$ cat config.mk
export PLATFORM = sky130hd
export DESIGN_NAME = sc_regshifter_multimode
export DESIGN_NICKNAME = d
export VERILOG_FILES = /design/src/rtl/sc_regshifter_pkg.sv /design/src/rtl/sc_regshifter_prescaler.sv /design/src/rtl/sc_regshifter_multimode.sv
export SDC_FILE = /design/constraint.sdc
export NUM_CORES = 1
export LEC_CHECK = 0
export ABC_AREA = 1
export CAP_MARGIN = 20
export CORE_ASPECT_RATIO = 1.1
export CORE_UTILIZATION = 50
export DETAILED_ROUTE_END_ITERATION = 7
export HOLD_SLACK_MARGIN = 0.08
export PLACE_DENSITY = 0.89
export SETUP_SLACK_MARGIN = 0.1
export SYNTH_ARGS = -nofsm -noshare
export SYNTH_HDL_FRONTEND = slang
export SYNTH_SLANG_ARGS = --single-unit
$ cat constraint.sdc
create_clock -name SC_RegSHIFTER_CLOCK_50 -period 2.48 [get_ports SC_RegSHIFTER_CLOCK_50]
set_input_delay 0.248 -clock SC_RegSHIFTER_CLOCK_50 [delete_from_list [all_inputs] [get_ports SC_RegSHIFTER_CLOCK_50]]
set_output_delay 0.248 -clock SC_RegSHIFTER_CLOCK_50 [all_outputs]
set_load 0.005 [all_outputs]
$ cat src/rtl/sc_regshifter_pkg.sv
// Shared constants for the multi-mode shift register.
// Holds the shift-mode encodings carried on SC_RegSHIFTER_mode_In and the
// FSM state encoding used by the top level.
package sc_regshifter_pkg;

  localparam logic [2:0] MODE_LSL = 3'd0;
  localparam logic [2:0] MODE_LSR = 3'd1;
  localparam logic [2:0] MODE_ROL = 3'd2;
  localparam logic [2:0] MODE_ROR = 3'd3;
  localparam logic [2:0] MODE_ASR = 3'd4;

  typedef enum logic [1:0] {
    ST_IDLE  = 2'd0,
    ST_SHIFT = 2'd1,
    ST_DONE  = 2'd2
  } state_t;

endpackage

$ cat src/rtl/sc_regshifter_prescaler.sv
// Step-rate prescaler for the shift register.
// Counts 0..STEP_PERIOD-1 while enabled and wraps. stepTick is a purely
// combinational flag that is high while enabled and the count sits at its
// last value, so the step lands on the edge that wraps the counter.
// Ports:
//   clk      - system clock
//   clear    - synchronous clear to 0 (has priority over enable)
//   enable   - count enable
//   stepTick - step strobe for the current cycle
module sc_regshifter_prescaler #(
  parameter int STEP_PERIOD = 1,
  parameter int PRESCWIDTH  = 4
) (
  input  logic clk,
  input  logic clear,
  input  logic enable,
  output logic stepTick
);

  localparam logic [PRESCWIDTH-1:0] LAST_COUNT = PRESCWIDTH'(STEP_PERIOD - 1);

  logic [PRESCWIDTH-1:0] count;

  always_ff @(posedge clk) begin
    if (clear) begin
      count <= '0;
    end else if (enable) begin
      if (count == LAST_COUNT) count <= '0;
      else                     count <= count + 1'b1;
    end
  end

  assign stepTick = enable && (count == LAST_COUNT);

endmodule

$ cat src/rtl/sc_regshifter_multimode.sv
// Multi-mode shift register with a start/busy/done handshake.
// Loads a DATAWIDTH-bit word in IDLE, then on start performs "amount"
// single-bit LSL/LSR/ROL/ROR/ASR steps, one every STEP_PERIOD clocks.
// Reserved modes still count steps but leave data and serial_Out alone.
// Ports:
//   SC_RegSHIFTER_CLOCK_50      - clock, all state on the rising edge
//   SC_RegSHIFTER_RESET_InHigh  - synchronous active-high reset
//   SC_RegSHIFTER_load_In       - parallel load (IDLE only, beats start)
//   SC_RegSHIFTER_data_InBUS    - parallel load word
//   SC_RegSHIFTER_start_In      - start a shift command (IDLE only)
//   SC_RegSHIFTER_mode_In       - shift mode, see sc_regshifter_pkg
//   SC_RegSHIFTER_amount_In     - number of single-bit steps
//   SC_RegSHIFTER_serial_In     - fill bit for LSL/LSR, sampled per step
//   SC_RegSHIFTER_data_OutBUS   - register contents
//   SC_RegSHIFTER_serial_Out    - last bit shifted or rotated out
//   SC_RegSHIFTER_busy_Out      - high while shifting
//   SC_RegSHIFTER_done_Out      - one-cycle completion pulse
module sc_regshifter_multimode
  import sc_regshifter_pkg::*;
#(
  parameter int DATAWIDTH   = 8,
  parameter int AMOUNTWIDTH = 3,
  parameter int STEP_PERIOD = 1,
  parameter int PRESCWIDTH  = 4
) (
  input  logic                   SC_RegSHIFTER_CLOCK_50,
  input  logic                   SC_RegSHIFTER_RESET_InHigh,
  input  logic                   SC_RegSHIFTER_load_In,
  input  logic [DATAWIDTH-1:0]   SC_RegSHIFTER_data_InBUS,
  input  logic                   SC_RegSHIFTER_start_In,
  input  logic [2:0]             SC_RegSHIFTER_mode_In,
  input  logic [AMOUNTWIDTH-1:0] SC_RegSHIFTER_amount_In,
  input  logic                   SC_RegSHIFTER_serial_In,
  output logic [DATAWIDTH-1:0]   SC_RegSHIFTER_data_OutBUS,
  output logic                   SC_RegSHIFTER_serial_Out,
  output logic                   SC_RegSHIFTER_busy_Out,
  output logic                   SC_RegSHIFTER_done_Out
);

  state_t                 state;
  state_t                 nextState;
  logic [2:0]             modeLatched;
  logic [AMOUNTWIDTH-1:0] remaining;
  logic [DATAWIDTH-1:0]   dataReg;
  logic                   serialReg;
  logic [DATAWIDTH-1:0]   nextData;
  logic                   nextSerial;
  logic                   stepTick;
  logic                   prescClear;

  // The prescaler is held at 0 outside SHIFT, so every command starts
  // with a fresh count.
  assign prescClear = SC_RegSHIFTER_RESET_InHigh || (state != ST_SHIFT);

  sc_regshifter_prescaler #(
    .STEP_PERIOD (STEP_PERIOD),
    .PRESCWIDTH  (PRESCWIDTH)
  ) uPrescaler (
    .clk      (SC_RegSHIFTER_CLOCK_50),
    .clear    (prescClear),
    .enable   (state == ST_SHIFT),
    .stepTick (stepTick)
  );

  always_ff @(posedge SC_RegSHIFTER_CLOCK_50) begin
    if (SC_RegSHIFTER_RESET_InHigh) state <= ST_IDLE;
    else                            state <= nextState;
  end

  always_comb begin
    nextState = state;
    case (state)
      ST_IDLE: begin
        if (!SC_RegSHIFTER_load_In && SC_RegSHIFTER_start_In) begin
          if (SC_RegSHIFTER_amount_In == '0) nextState = ST_DONE;
          else                               nextState = ST_SHIFT;
        end
      end
      ST_SHIFT: begin
        if (stepTick && (remaining == AMOUNTWIDTH'(1))) nextState = ST_DONE;
      end
      ST_DONE:  nextState = ST_IDLE;
      default:  nextState = ST_IDLE;
    endcase
  end

  // Single-bit step result for the latched mode.
  always_comb begin
    nextData   = dataReg;
    nextSerial = serialReg;
    case (modeLatched)
      MODE_LSL: begin
        nextData   = {dataReg[DATAWIDTH-2:0], SC_RegSHIFTER_serial_In};
        nextSerial = dataReg[DATAWIDTH-1];
      end
      MODE_LSR: begin
        nextData   = {SC_RegSHIFTER_serial_In, dataReg[DATAWIDTH-1:1]};
        nextSerial = dataReg[0];
      end
      MODE_ROL: begin
        nextData   = {dataReg[DATAWIDTH-2:0], dataReg[DATAWIDTH-1]};
        nextSerial = dataReg[DATAWIDTH-1];
      end
      MODE_ROR: begin
        nextData   = {dataReg[0], dataReg[DATAWIDTH-1:1]};
        nextSerial = dataReg[0];
      end
      MODE_ASR: begin
        nextData   = {dataReg[DATAWIDTH-1], dataReg[DATAWIDTH-1:1]};
        nextSerial = dataReg[0];
      end
      default: begin
        nextData   = dataReg;
        nextSerial = serialReg;
      end
    endcase
  end

  always_ff @(posedge SC_RegSHIFTER_CLOCK_50) begin
    if (SC_RegSHIFTER_RESET_InHigh) begin
      dataReg     <= '0;
      serialReg   <= 1'b0;
      modeLatched <= MODE_LSL;
      remaining   <= '0;
    end else begin
      case (state)
        ST_IDLE: begin
          if (SC_RegSHIFTER_load_In) begin
            dataReg   <= SC_RegSHIFTER_data_InBUS;
            serialReg <= 1'b0;
          end else if (SC_RegSHIFTER_start_In) begin
            modeLatched <= SC_RegSHIFTER_mode_In;
            remaining   <= SC_RegSHIFTER_amount_In;
          end
        end
        ST_SHIFT: begin
          if (stepTick) begin
            dataReg   <= nextData;
            serialReg <= nextSerial;
            remaining <= remaining - 1'b1;
          end
        end
        default: ;
      endcase
    end
  end

  assign SC_RegSHIFTER_data_OutBUS = dataReg;
  assign SC_RegSHIFTER_serial_Out  = serialReg;
  assign SC_RegSHIFTER_busy_Out    = (state == ST_SHIFT);
  assign SC_RegSHIFTER_done_Out    = (state == ST_DONE);

endmodule

# After elaboration in Yosys (flattened, before gate mapping)
# Cells that the tools add are included.
[word_totals]
ff_bits = 21
input_bits = 19
out_inout_bits = 11
word_cells = 63
[classes]
add_sub_neg = 2
eq_ne = 18
n_mux = 17
bitwise_logic = 1
n_reduce_logical = 18
[ops]
columns = ["cell", "n"]
rows = [
  ["case mux 8 bit (5 select lines)", 1],
  ["2-to-1 mux 8 bit", 2],
  ["case mux 8 bit (2 select lines)", 1],
  ["inequality test 2 bit, second input constant", 7],
  ["AND reduction 4 bit", 3],
  ["2-to-1 mux 3 bit", 3],
  ["equality test 3 x 1 -> 1 bit, second input constant", 2],
  ["equality test 3 x 2 -> 1 bit, second input constant", 2],
  ["zero test 3 bit", 2],
  ["2-to-1 mux 2 bit", 3],
  ["inequality test 6 bit, second input constant", 1],
  ["case mux 3 bit (2 select lines)", 1],
  ["inequality test 5 bit, second input constant", 1],
  ["AND reduction 5 bit", 1],
  ["adder 4 x 1 -> 4 bit, second input constant", 1],
  ["zero test 4 bit", 1],
  ["2-to-1 mux 4 bit", 1],
  ["case mux 1 bit (2 select lines)", 2],
  ["case mux 2 bit (2 select lines)", 1],
  ["equality test 3 bit, second input constant", 1],
  ["logical AND 1 bit", 3],
  ["inequality test 3 bit, second input constant", 1],
  ["AND reduction 3 bit", 1],
  ["OR reduction 3 bit", 1],
  ["12 further kinds", 13],
]

# Depth between registers and ports, before layout
# Gate-level depths: netlist of the first run.
[logic_depth]
ltp_word = 5
ltp_mapped = 8

# Modules after synthesis
# From an unflattened synthesis of the first run, not the netlist that was laid out.
[unflattened]
cells_unflattened = 191
area_unflattened_um2 = 1343.8
[by_module_without_submodules]
columns = ["mod", "instances", "cells_per_inst", "area_per_inst_um2", "seq_area_each_um2"]
rows = [
  ["sc_regshifter_multimode", 1, 162, 1134.8, 340.3],
  ["sc_regshifter_prescaler", 1, 29, 209.0, 80.1],
]

# Least setup slack after synthesis of the first run
# No wires, ideal clock.
[synth_path]
path_type = "reg-to-reg"
startpoint = "reg uPrescaler.count[0]"
endpoint = "reg dataReg[1], in the netlist SC_RegSHIFTER_data_OutBUS[1]"
setup_ns = 0.112
arrival_ns = 1.104
required_time_ns = 2.368
path_slack_ns = 1.264
path_stages_with_launch = 9
path_buffers = 0
synth_period_minus_slack_ns = 1.216
path_cell_list = "dfxtp_1 inv_1 ha_1 nand2_1 nand2_2 nand3_4 nand2_1 nand2_1 nor2_2"
[synth_between]
elab_chain_cells = 4
[synth_rtl]
columns = ["item", "line", "rtl"]
rows = [
  ["from (decl)", "sc_regshifter_prescaler.sv:22", "logic [PRESCWIDTH-1:0] count;"],
  ["from (signal assigned)", "sc_regshifter_prescaler.sv:29", "else count <= count + 1'b1;"],
  ["zero test 4 bit", "sc_regshifter_prescaler.sv:33", "assign stepTick = enable && (count == LAST_COUNT);"],
  ["logical AND 1 bit", "sc_regshifter_prescaler.sv:33", ""],
  ["inequality test 2 bit (no line)", "-", ""],
  ["AND reduction 4 bit (no line)", "-", ""],
  ["to (signal assigned)", "sc_regshifter_multimode.sv:129", "dataReg <= SC_RegSHIFTER_data_InBUS;"],
  ["to (signal assigned)", "sc_regshifter_multimode.sv:138", "dataReg <= nextData;"],
  ["to (decl)", "sc_regshifter_multimode.sv:44", "logic [DATAWIDTH-1:0] dataReg;"],
]
# Every way passes these cells.
# A chain may end at the register's enable or synchronous reset.

# Worst setup path in the final report of the first run
[layout_path]
startpoint = "reg state[0]"
endpoint = "out SC_RegSHIFTER_busy_Out"
[layout_between]
elab_chain_cells = 1
[layout_rtl]
columns = ["item", "line", "rtl"]
rows = [
  ["from (decl)", "sc_regshifter_multimode.sv:40", "state_t state;"],
  ["from (signal assigned)", "sc_regshifter_multimode.sv:67", "else state <= nextState;"],
  ["equality test 2 x 1 -> 1 bit", "sc_regshifter_multimode.sv:150", "assign SC_RegSHIFTER_busy_Out = (state == ST_SHIFT);"],
  ["to (decl)", "sc_regshifter_multimode.sv:36", "output logic SC_RegSHIFTER_busy_Out,"],
]
# Every way passes these cells.

==> results of run 1 <==
## how the worst max path moves through the flow
| stage | end | slack (ns) |
|---|---|---|
| after floorplan | SC_RegSHIFTER_data_OutBUS[1] | 1.26 |
| after global placement | SC_RegSHIFTER_serial_Out | 0.81 |
| after detailed placement | SC_RegSHIFTER_serial_Out | 0.78 |
| after CTS | SC_RegSHIFTER_busy_Out | 0.49 |
| after global routing | SC_RegSHIFTER_busy_Out | 0.41 |
| final | SC_RegSHIFTER_busy_Out | 0.49 |
## critical path, cell delays in order, from the launching register on
cell and delay, ns:
dfxtp_1 0.46, inv_2 0.07, nor2_4 0.32, clkdlybuf4s50_1 0.58
## placed cells by master, fill, tap and decap left out, drive strengths merged, types with 4 or more instances in the layout
master,count
nand2,54
nor2,48
clkdlybuf4s50,29
nand3,24
inv,24
dfxtp,21
o21ai,12
a21oi,7
ha,4
clkbuf,4
## power breakdown
part	internal [µW]	leakage (µW)	switching [µW]	total, µW
sequential	370	0.000173	31.0	401
combinational	144	0.000557	167	312
clock	62.8	0.0000150	107	170
## state kept, by name (all words and copies together), names as in the netlist
| signal | cells |
|---|---|
| SC_RegSHIFTER_data_OutBUS | 8 |
| SC_RegSHIFTER_serial_Out | 1 |
| modeLatched | 3 |
| remaining | 3 |
| state | 2 |
| uPrescaler.count | 4 |
## cells by family after synthesis
kind of cell    Yosys count  synth area share [%]
flops                    21                  31.8
fa+ha+maj                 4                  3.78
xor+xnor                  2                  1.32
compound gates           22                  10.3
simple gates            129                  44.2
buf+inv                  28                  8.60
## metrics by stage
step | instance area [µm²] | setup WS, ns | util, % | total power, µW
after floorplan | 1320 | 1.26 | - | 614
after global placement | 1630 | 0.815 | 65.4 | 715
after detailed placement | 1630 | 0.785 | 65.4 | 721
after CTS | 1660 | 0.492 | 66.5 | 891
after global routing | 1660 | 0.407 | 66.5 | 956
final | 1660 | 0.493 | 66.5 | 883
## per-layer routing
| layer | vias to the layer above | share of wire (%) |
|---|---|---|
| met3 | 4 | 3.7 |
| met4 | 0 | 1.2 |
| met5 | - | 0 |
| met1 | 591 | 47 |
| met2 | 30 | 48 |
| li1 | 711 | - |
## cell type report
cell class / count / area, µm²
sequential: 21 / 420
timing repair buffer: 29 / 290
multi-input combinational: 157 / 790
clock buffer: 4 / 26.3
fill: 224 / 837
tap: 31 / 38.8
inverter: 25 / 93.8
==> flow_metrics.py, run 1 <==
metrics = {
    "critical_path": {
        "crit_start": "state[0]",
        "critPathKind": "flip-flop to primary output",
        "r2r_start": "state[0]",
        "regToRegSetupSlack_ns": 0.93,
        "r2r_end": "SC_RegSHIFTER_data_OutBUS[1]",
        "critPathLaunchType": "flip-flop",
        "cp.required_ns": 2.23,
        "end_kind": "primary output",
        "cp.arrival_ns": 1.74,
        "worstPathMaxFanout": 15,
        "worstRegToRegCells": 7,
    },
    "clock_network": {
        "clk_pin_slew_worst_paths_ns": 0.11,
        "cts_tree": "built",
        "cts_buffers": 3,
        "cts_root_buffer": "clkbuf_4",
        "cts_resized": 0,
        "clock_latency_ns": 0.31,
        "htreeDepth": 1,
        "ctsHoldBuffers": 0,
        "cts_sinks": 21,
        "postCtsSetupBuffers": 0,
        "clk_path_buf_depth": 2,
    },
    "timing": {
        "hold_violations": 0,
        "relSlewSlack_pct": 67.9,
        "fmaxAchievable_mhz": 503,
        "maxSlewViolCount": 0,
        "holdWs_ns": 0.489,
        "finalCritPeriodShare_pct": 80.1,
        "finalSetupTns_ns": 0,
        "final.min_clock_period_ns": 1.99,
        "tightest_slew_ns": 0.479,
        "rsz0062_at_grt": "no",
        "skew_ns": 0.00415,
        "finalSetupViolations": 0,
    },
    "die": {
        "die_h_um": 56.0,
        "dieArea_um2": 2860,
        "die_width_um": 51.1,
        "io_pins": 30,
        "rows": 19,
        "start_util_pct": 53.0,
        "core_area_um2": 2500,
    },
    "grt": {
        "grt_use_met3_pct": 2.73,
        "grt_use_total_pct": 22.3,
        "grt_max_degree": 19,
        "antenna_found_initial": 0,
        "met2_usage_pct": 37.4,
        "top_usage_layer": "met2",
        "grt_pass1_vias": 1204,
        "grt_overflow": 0,
        "use_met1_pct": 28.2,
        "grt_pass1_wl_um": 4910,
    },
    "placement": {
        "place.gp.congestion": 0.848,
        "port_buffers": 29,
        "placed_cells": 263,
        "dpl.hpwl_um": 2030,
    },
    "worst_hold_path": {
        "worstHoldStart": "uPrescaler.count[0]",
        "whs_endpoint": "uPrescaler.count[0]",
        "hold_class": "flip-flop to flip-flop",
        "worstHoldPathCells": 1,
    },
    "routing": {
        "vias": 1336,
        "viasPerCell": 5.00,
        "post_drt_wl_per_cell_um": 10.3,
        "drt_wl_total_um": 2760,
        "ant_nets": 0,
        "firstDrtPassIters": 4,
        "drc": 0,
        "drt_iter0_drc": 15,
    },
    "final_layout": {
        "antennaDiodeCount": 0,
        "nNetsFinal": 260,
        "final_layout_size_suffix_gt1_share_pct": 11.4,
        "area_delta_synth_final_pct": 25.3,
        "instances_no_fill": 267,
    },
    "power": {
        "p_per_area_nw_per_um2": 532,
        "p_leak_uw": 0.000745,
        "ir_worst_vdd_mv": 0.440,
    },
    "synthesis": {
        "synth_area_leader_cell": "dfxtp_1",
        "synth_flop_cell": "dfxtp_1",
        "synth_seq_area_share_pct": 31.8,
        "synth_most_common_cell": "nand2_1",
        "synth_seq_cells": 21,
        "avgSynthCellArea_um2": 6.43,
        "syn-num-nets": 229,
        "synth_edf_count": 0,
        "synth_top_area_share_pct": 31.8,
        "netlist_top_cells_count": "nand2_1 (49), nor2_1 (41), dfxtp_1 (21), nand3_1 (21), inv_1 (19)",
        "syn_area_um2": 1320,
        "async_flop_share_pct": 0,
        "syn_inst": 206,
        "synth_warnings": 0,
        "yosys-top-cells-area": "dfxtp_1 (32%), nand2_1 (14%), nor2_1 (12%)",
        "synth.distinct_cells": 28,
    },
    "outcome": {
        "run_status": "completed",
    },
    "job": {
        "cap_violations": 0,
    },
}
Note: power is estimated with default switching activity, not from simulation.
==> run 2, diff against run 1 <==
--- a/config.mk
+++ b/config.mk
@@ -8,10 +8,10 @@
 export ABC_AREA = 1
 export CAP_MARGIN = 20
 export CORE_ASPECT_RATIO = 1.1
-export CORE_UTILIZATION = 50
+export CORE_UTILIZATION = 45
 export DETAILED_ROUTE_END_ITERATION = 7
 export HOLD_SLACK_MARGIN = 0.08
-export PLACE_DENSITY = 0.89
+export PLACE_DENSITY = 0.85
 export SETUP_SLACK_MARGIN = 0.1
 export SYNTH_ARGS = -nofsm -noshare
 export SYNTH_HDL_FRONTEND = slang
==> constraint.sdc (replaced) <==
create_clock -name SC_RegSHIFTER_CLOCK_50 -period 1.8 [get_ports SC_RegSHIFTER_CLOCK_50]
set_input_delay 0.18 -clock SC_RegSHIFTER_CLOCK_50 [delete_from_list [all_inputs] [get_ports SC_RegSHIFTER_CLOCK_50]]
set_output_delay 0.18 -clock SC_RegSHIFTER_CLOCK_50 [all_outputs]
set_load 0.005 [all_outputs]
==> run 2 against run 1 <==
Compared with the run above: clock skew is essentially flat; utilization shrank 5.7 points; global-route usage shrank 1.1 points; sequential power grew 38%; largest power group unchanged; sequential share of layout area shrank 0.27 points; die area grew 11%; clock power grew 36%; hold slack lost 0.049 ns; wire length grew 5.3%; cell count grew 1.9%; critical endpoint unchanged; setup slack lost 0.29 ns.
==> flow_metrics.py, run 2 (synthesis results as in run 1) <==
metrics = {
    "power": {
        "p_int_uw": 807,
        "ir_worst_vdd_mv": 0.530,
        "pwr-share-seq_pct": 45.1,
        "power_frac_comb_pct": 36.0,
        "p_per_area_nw_per_um2": 728,
        "pwr-share-clk_pct": 18.9,
        "swShare_pct": 34.3,
        "p_leak_uw": 0.000759,
        "p_sw_uw": 422,
    },
    "clock_network": {
        "cts_root_buffer": "clkbuf_4",
        "cts_buffers": 3,
        "cts_tree": "built",
        "clock_latency_ns": 0.31,
        "htreeDepth": 1,
        "clk_path_buf_depth": 2,
        "cts_sinks": 21,
        "clk_pin_slew_worst_paths_ns": 0.12,
    },
    "placement": {
        "place.gp.congestion": 0.826,
        "port_buffers": 29,
        "dpl.hpwl_um": 2190,
    },
    "final_layout": {
        "multi_input_area_um2": 790,
        "final_layout_size_suffix_gt1_share_pct": 13.4,
        "largest_register_ffs": 8,
        "fin_util_pct": 60.7,
        "fillers": 281,
        "nNetsFinal": 263,
        "mostFrequentLayoutCells": "nand2_1 (49), nor2_1 (41), clkdlybuf4s50_1 (29), nand3_1 (21)",
        "final_common_cell": "nand2_1",
        "area_delta_synth_final_pct": 27.4,
        "regArea_um2": 423,
        "antennaDiodeCount": 0,
    },
    "routing": {
        "vias": 1344,
        "post_drt_wl_per_cell_um": 10.7,
        "firstDrtPassIters": 4,
        "drt_iter0_drc": 29,
        "drt_wl_total_um": 2900,
        "viasPerCell": 4.94,
        "ant_nets": 0,
        "drc": 0,
    },
    "timing": {
        "fmaxAchievable_mhz": 628,
        "finalSetupTns_ns": 0,
        "hold_violations": 0,
        "finalSetupViolations": 0,
        "tightest_slew_ns": 0.305,
        "rsz0062_at_grt": "no",
        "final.min_clock_period_ns": 1.59,
        "skew_ns": 0.00421,
        "finalCritPeriodShare_pct": 88.5,
        "relSlewSlack_pct": 79.6,
        "maxSlewViolCount": 0,
    },
    "critical_path": {
        "critPathLaunchType": "flip-flop",
        "critical_path_buf_inv_count": 2,
        "cp_slowest_stage_delay_ns": 0.51,
        "worstPathMaxFanout": 6,
        "regToRegSetupSlack_ns": 0.44,
        "worst_path_dominant_cell_family": "buffers and inverters",
        "end_kind": "primary output",
        "critPathKind": "flip-flop to primary output",
        "cp_slowest_cell": "clkdlybuf4s50_1",
        "crit_path_cell_trace": "inv_2, nor2_4, clkdlybuf4s50_1",
        "cp.required_ns": 1.62,
        "cp.arrival_ns": 1.41,
    },
    "die": {
        "die_h_um": 58.9,
        "start_util_pct": 47.7,
        "die_width_um": 53.7,
        "dieArea_um2": 3160,
        "io_pins": 30,
        "rows": 20,
        "core_area_um2": 2780,
    },
    "grt": {
        "grt_pass1_vias": 1234,
        "grt_use_total_pct": 21.2,
        "antenna_found_initial": 0,
        "grt_overflow": 0,
        "grt_pass1_wl_um": 4980,
        "grt_max_degree": 16,
    },
    "worst_hold_path": {
        "hold_class": "input port to flip-flop",
    },
    "job": {
        "cap_violations": 0,
    },
    "outcome": {
        "run_status": "completed",
    },
}
==> run 2: cell count changes in the layout (fill, tap and decap cells not counted) <==
cell / change
buf_4: +3
dfxtp_1: -2
dfxtp_2: +2
==> run 2: layer usage <==
metal  part of all wire [%]  routed length [µm]  up-vias  global-route usage (%)
li1                       -                   -      715                       -
met1                     44                1270      592                    25.6
met2                     50                1440       32                    36.9
met3                    5.2                 151        5                    3.36
met4                    1.3                  38        0                    7.52
met5                      0                   0        -                       0
==> run 2: worst register-to-register path, stage by stage (launching register included) <==
cell     delay (ns)
dfxtp_1        0.39
inv_1          0.06
ha_1           0.19
nand2_1        0.17
nand2_2        0.13
nand3_2        0.13
inv_2          0.06
nor2_1         0.09
nor2_1         0.05
==> run 2: layout make-up <==
cell class	count	area share, %
clock buffers	4	1.56
multi-input cells	157	46.8
well taps	33	2.45
inverters	25	5.56
flip-flops and latches	21	25.1
repair buffers	32	18.5
==> run 2: worst paths after layout <==
kind,startpoint,end,depth (start not counted)
min reg2reg,SC_RegSHIFTER_serial_Out,SC_RegSHIFTER_serial_Out,2
max reg2reg,uPrescaler.count[0],remaining[0],8
min,SC_RegSHIFTER_RESET_InHigh,remaining[2],2
max,state[0],SC_RegSHIFTER_busy_Out,3
==> run 2: repair_timing <==
item / CTS / global route
hold buffers: 0 / 0
pin swaps: 1 / 0
resized for setup: 1 / 1
setup buffers: 1 / 0
endpoints found under the setup margin: 1 / 1
==> run 2: power by group through the flow <==
| stage | registers (µW) | clock network (µW) | logic [µW] |
|---|---|---|---|
| global route | 561 | 265 | 504 |
| detailed placement | 563 | 0 | 437 |
| finish | 554 | 232 | 443 |
| global placement | 562 | 0 | 430 |
| floorplan | 558 | 0 | 287 |
| CTS | 553 | 242 | 444 |
==> run 2: through the flow <==
step,instance area [µm²],cells,hold WS (ns),power [µW],worst slack (ns)
floorplan,1320,206,0.242,845,0.584
global placement,1650,267,0.449,991,0.393
detailed placement,1650,267,0.455,1000,0.369
CTS,1690,272,0.435,1240,0.173
global route,1690,272,0.445,1330,0.133
finish,1690,272,0.440,1230,0.208
==> patch, RTL diff (config.mk and constraints of run 2) <==
Register the inputs `SC_RegSHIFTER_load_In`, `SC_RegSHIFTER_data_InBUS`, `SC_RegSHIFTER_start_In`, `SC_RegSHIFTER_mode_In`, `SC_RegSHIFTER_amount_In` and `SC_RegSHIFTER_serial_In` before use, cleared by the reset. The logic sees them one clock later.
--- a/src/rtl/sc_regshifter_multimode.sv
+++ b/src/rtl/sc_regshifter_multimode.sv
@@ -39,2 +39,27 @@
 
+  logic SC_RegSHIFTER_load_In_q;
+  logic [DATAWIDTH-1:0] SC_RegSHIFTER_data_InBUS_q;
+  logic SC_RegSHIFTER_start_In_q;
+  logic [2:0] SC_RegSHIFTER_mode_In_q;
+  logic [AMOUNTWIDTH-1:0] SC_RegSHIFTER_amount_In_q;
+  logic SC_RegSHIFTER_serial_In_q;
+
+  always_ff @(posedge SC_RegSHIFTER_CLOCK_50) begin
+    if (SC_RegSHIFTER_RESET_InHigh) begin
+      SC_RegSHIFTER_load_In_q    <= '0;
+      SC_RegSHIFTER_data_InBUS_q <= '0;
+      SC_RegSHIFTER_start_In_q   <= '0;
+      SC_RegSHIFTER_mode_In_q    <= '0;
+      SC_RegSHIFTER_amount_In_q  <= '0;
+      SC_RegSHIFTER_serial_In_q  <= '0;
+    end else begin
+      SC_RegSHIFTER_load_In_q    <= SC_RegSHIFTER_load_In;
+      SC_RegSHIFTER_data_InBUS_q <= SC_RegSHIFTER_data_InBUS;
+      SC_RegSHIFTER_start_In_q   <= SC_RegSHIFTER_start_In;
+      SC_RegSHIFTER_mode_In_q    <= SC_RegSHIFTER_mode_In;
+      SC_RegSHIFTER_amount_In_q  <= SC_RegSHIFTER_amount_In;
+      SC_RegSHIFTER_serial_In_q  <= SC_RegSHIFTER_serial_In;
+    end
+  end
+
   state_t                 state;
@@ -73,4 +98,4 @@
       ST_IDLE: begin
-        if (!SC_RegSHIFTER_load_In && SC_RegSHIFTER_start_In) begin
-          if (SC_RegSHIFTER_amount_In == '0) nextState = ST_DONE;
+        if (!SC_RegSHIFTER_load_In_q && SC_RegSHIFTER_start_In_q) begin
+          if (SC_RegSHIFTER_amount_In_q == '0) nextState = ST_DONE;
           else                               nextState = ST_SHIFT;
@@ -92,3 +117,3 @@
       MODE_LSL: begin
-        nextData   = {dataReg[DATAWIDTH-2:0], SC_RegSHIFTER_serial_In};
+        nextData   = {dataReg[DATAWIDTH-2:0], SC_RegSHIFTER_serial_In_q};
         nextSerial = dataReg[DATAWIDTH-1];
@@ -96,3 +121,3 @@
       MODE_LSR: begin
-        nextData   = {SC_RegSHIFTER_serial_In, dataReg[DATAWIDTH-1:1]};
+        nextData   = {SC_RegSHIFTER_serial_In_q, dataReg[DATAWIDTH-1:1]};
         nextSerial = dataReg[0];
@@ -127,8 +152,8 @@
         ST_IDLE: begin
-          if (SC_RegSHIFTER_load_In) begin
-            dataReg   <= SC_RegSHIFTER_data_InBUS;
+          if (SC_RegSHIFTER_load_In_q) begin
+            dataReg   <= SC_RegSHIFTER_data_InBUS_q;
             serialReg <= 1'b0;
-          end else if (SC_RegSHIFTER_start_In) begin
-            modeLatched <= SC_RegSHIFTER_mode_In;
-            remaining   <= SC_RegSHIFTER_amount_In;
+          end else if (SC_RegSHIFTER_start_In_q) begin
+            modeLatched <= SC_RegSHIFTER_mode_In_q;
+            remaining   <= SC_RegSHIFTER_amount_In_q;
           end
Check against the original RTL: not equivalent (Yosys sat finds a counterexample within 4 cycles, from zero or initial values and one cycle with SC_RegSHIFTER_RESET_InHigh high).
==> patch against run 2 <==
  * Hold slack got worse by 0.038 ns
  * Largest cell class is now flip-flops and latches
  * Highest routed layer unchanged
  * Cell area increased by 27%
  * Critical endpoint unchanged
  * Wire length increased by 16%
  * Area after synthesis increased by 31%
  * First-iteration DRC count increased to 3.1 times the old value
  * Sequential cell count increased by 17
  * Power increased by 72%
  * Sequential share of layout area increased by 10 points
  * Worst setup slack got worse by 0.020 ns
  * Combinational power increased by 21%
==> patch: results (changes against run 2) <==
* Arrival @ worst endpoint at 1.43 ns (+0.02 ns)
* Reg2reg setup slack at 0.38 ns (-0.06 ns)
* Met3 WL at 115 um (-24%)
* Gate count after technology mapping at 254 (+23%)
* Hold EP: SC_RegSHIFTER_mode_In_q[1]
* Status: completed
* XOR/XNOR Fraction of Synth Area at 0.505% (-0.82 points)
* Post-synthesis cell type count at 22 (-21%)
* Nets at 307 (+17%)
* Hold Crit Start: SC_RegSHIFTER_mode_In[1]
* Number of global-route vias before repair at 1391 (+13%)
* Synth Area in Compound Gates at 11.4% (+1.1 points)
* First-pass GRT wire length at 5.51 mm (+11%)
* Placed Cells at 327 (+22%)
* R2R depth at 9 (+1)
* Worst vdd ir at 0.423 mV (-20%)
* Vias per cell at 4.68 (-5.3%)
* Global-route usage over all layers at 18.1% (-3.1 points)
* M1 WL at 1.54 mm (+21%)
* Synth top area cells: dfxtp_1, nor2_1, nand2_1, inv_1, o21ai_0
* Fillers at 367 (+31%)
* H-tree levels at 2 (+1)
* HPWL Detailed at 2.46 mm (+12%)
* Clock latency on the worst-skew pair at 0.29 ns (-0.02 ns)
* Relative slew slack at 71.9% (-7.7 points)
* DR iter-0 viols at 89 (+210%)
* Pre-CTS worst setup slack at 0.398 ns (+0.0282 ns)
* Crit-path max FO at 12 (+6)
* DR vias at 1567 (+17%)
* Tmin final at 1.61 ns (+0.0197 ns)
* CTS Root Buffer Type: clkbuf_8
* Routed wl met2 at 1.66 mm (+15%)
* Syn_nets at 277 (+21%)
* Clock edge transition at the registers on the reported setup and hold paths at 0.07 ns (-0.05 ns)
* Worst r2r dst: SC_RegSHIFTER_data_OutBUS[5]
* Largest net degree at the start of global routing at 22 (+6)
## patch: cell types whose count changed in the layout (fill, tap and decap cells not counted), sizes merged, moves of 2 or more
cell    delta
nor2       +6
nand4      +2
a21oi      +5
dfxtp     +17
clkbuf     +3
o21ai     +11
nand3     -14
nand2      -5
inv       +22
## patch: layer usage
layer | vias up | global-route usage (%)
met5 | - | 0
met3 | 6 | 4.66
met2 | 37 | 32.2
met1 | 690 | 19.9
met4 | 0 | 7.39
li1 | 834 | -
## patch: through the flow
step | power [mW] | area, um2
after floorplan | 1.36 | 1730
after global placement | 1.52 | 2050
after detailed placement | 1.54 | 2050
after CTS | 2.12 | 2150
after global routing | 2.25 | 2150
final | 2.12 | 2150
## patch: worst min-delay path: stages
cell and delay (ns):
clkdlybuf4s50_1 0.39, inv_1 0.05, nor2_1 0.03
## patch: what timing repair did
item | in CTS | in global routing
setup buffers | 0 | 0
hold buffers | 0 | 0
endpoints found under the setup margin | 0 | 1
resized for setup | 0 | 1
## patch: where the power goes
part	switching [mW]	leakage [nW]	total [mW]	internal (mW)
Combinational	0.293	0.592	0.536	0.243
Sequential	0.0699	0.314	0.995	0.925
Clock	0.276	0.0482	0.584	0.309
## patch: kinds of logic after synthesis
family	Yosys count
simple gates	119
buf+inv	54
compound gates	38
flops	38
fa+ha+maj	4
xor+xnor	1
## patch: area by class of cell
cell class	count	area (um2)	share of cell area, %
multi-input combinational	162	753	35.1
tap	50	62.6	2.91
sequential	38	761	35.4
timing repair buffer	31	305	14.2
clock inverter	1	5.00	0.233
clock buffer	7	86.3	4.02
inverter	46	175	8.15
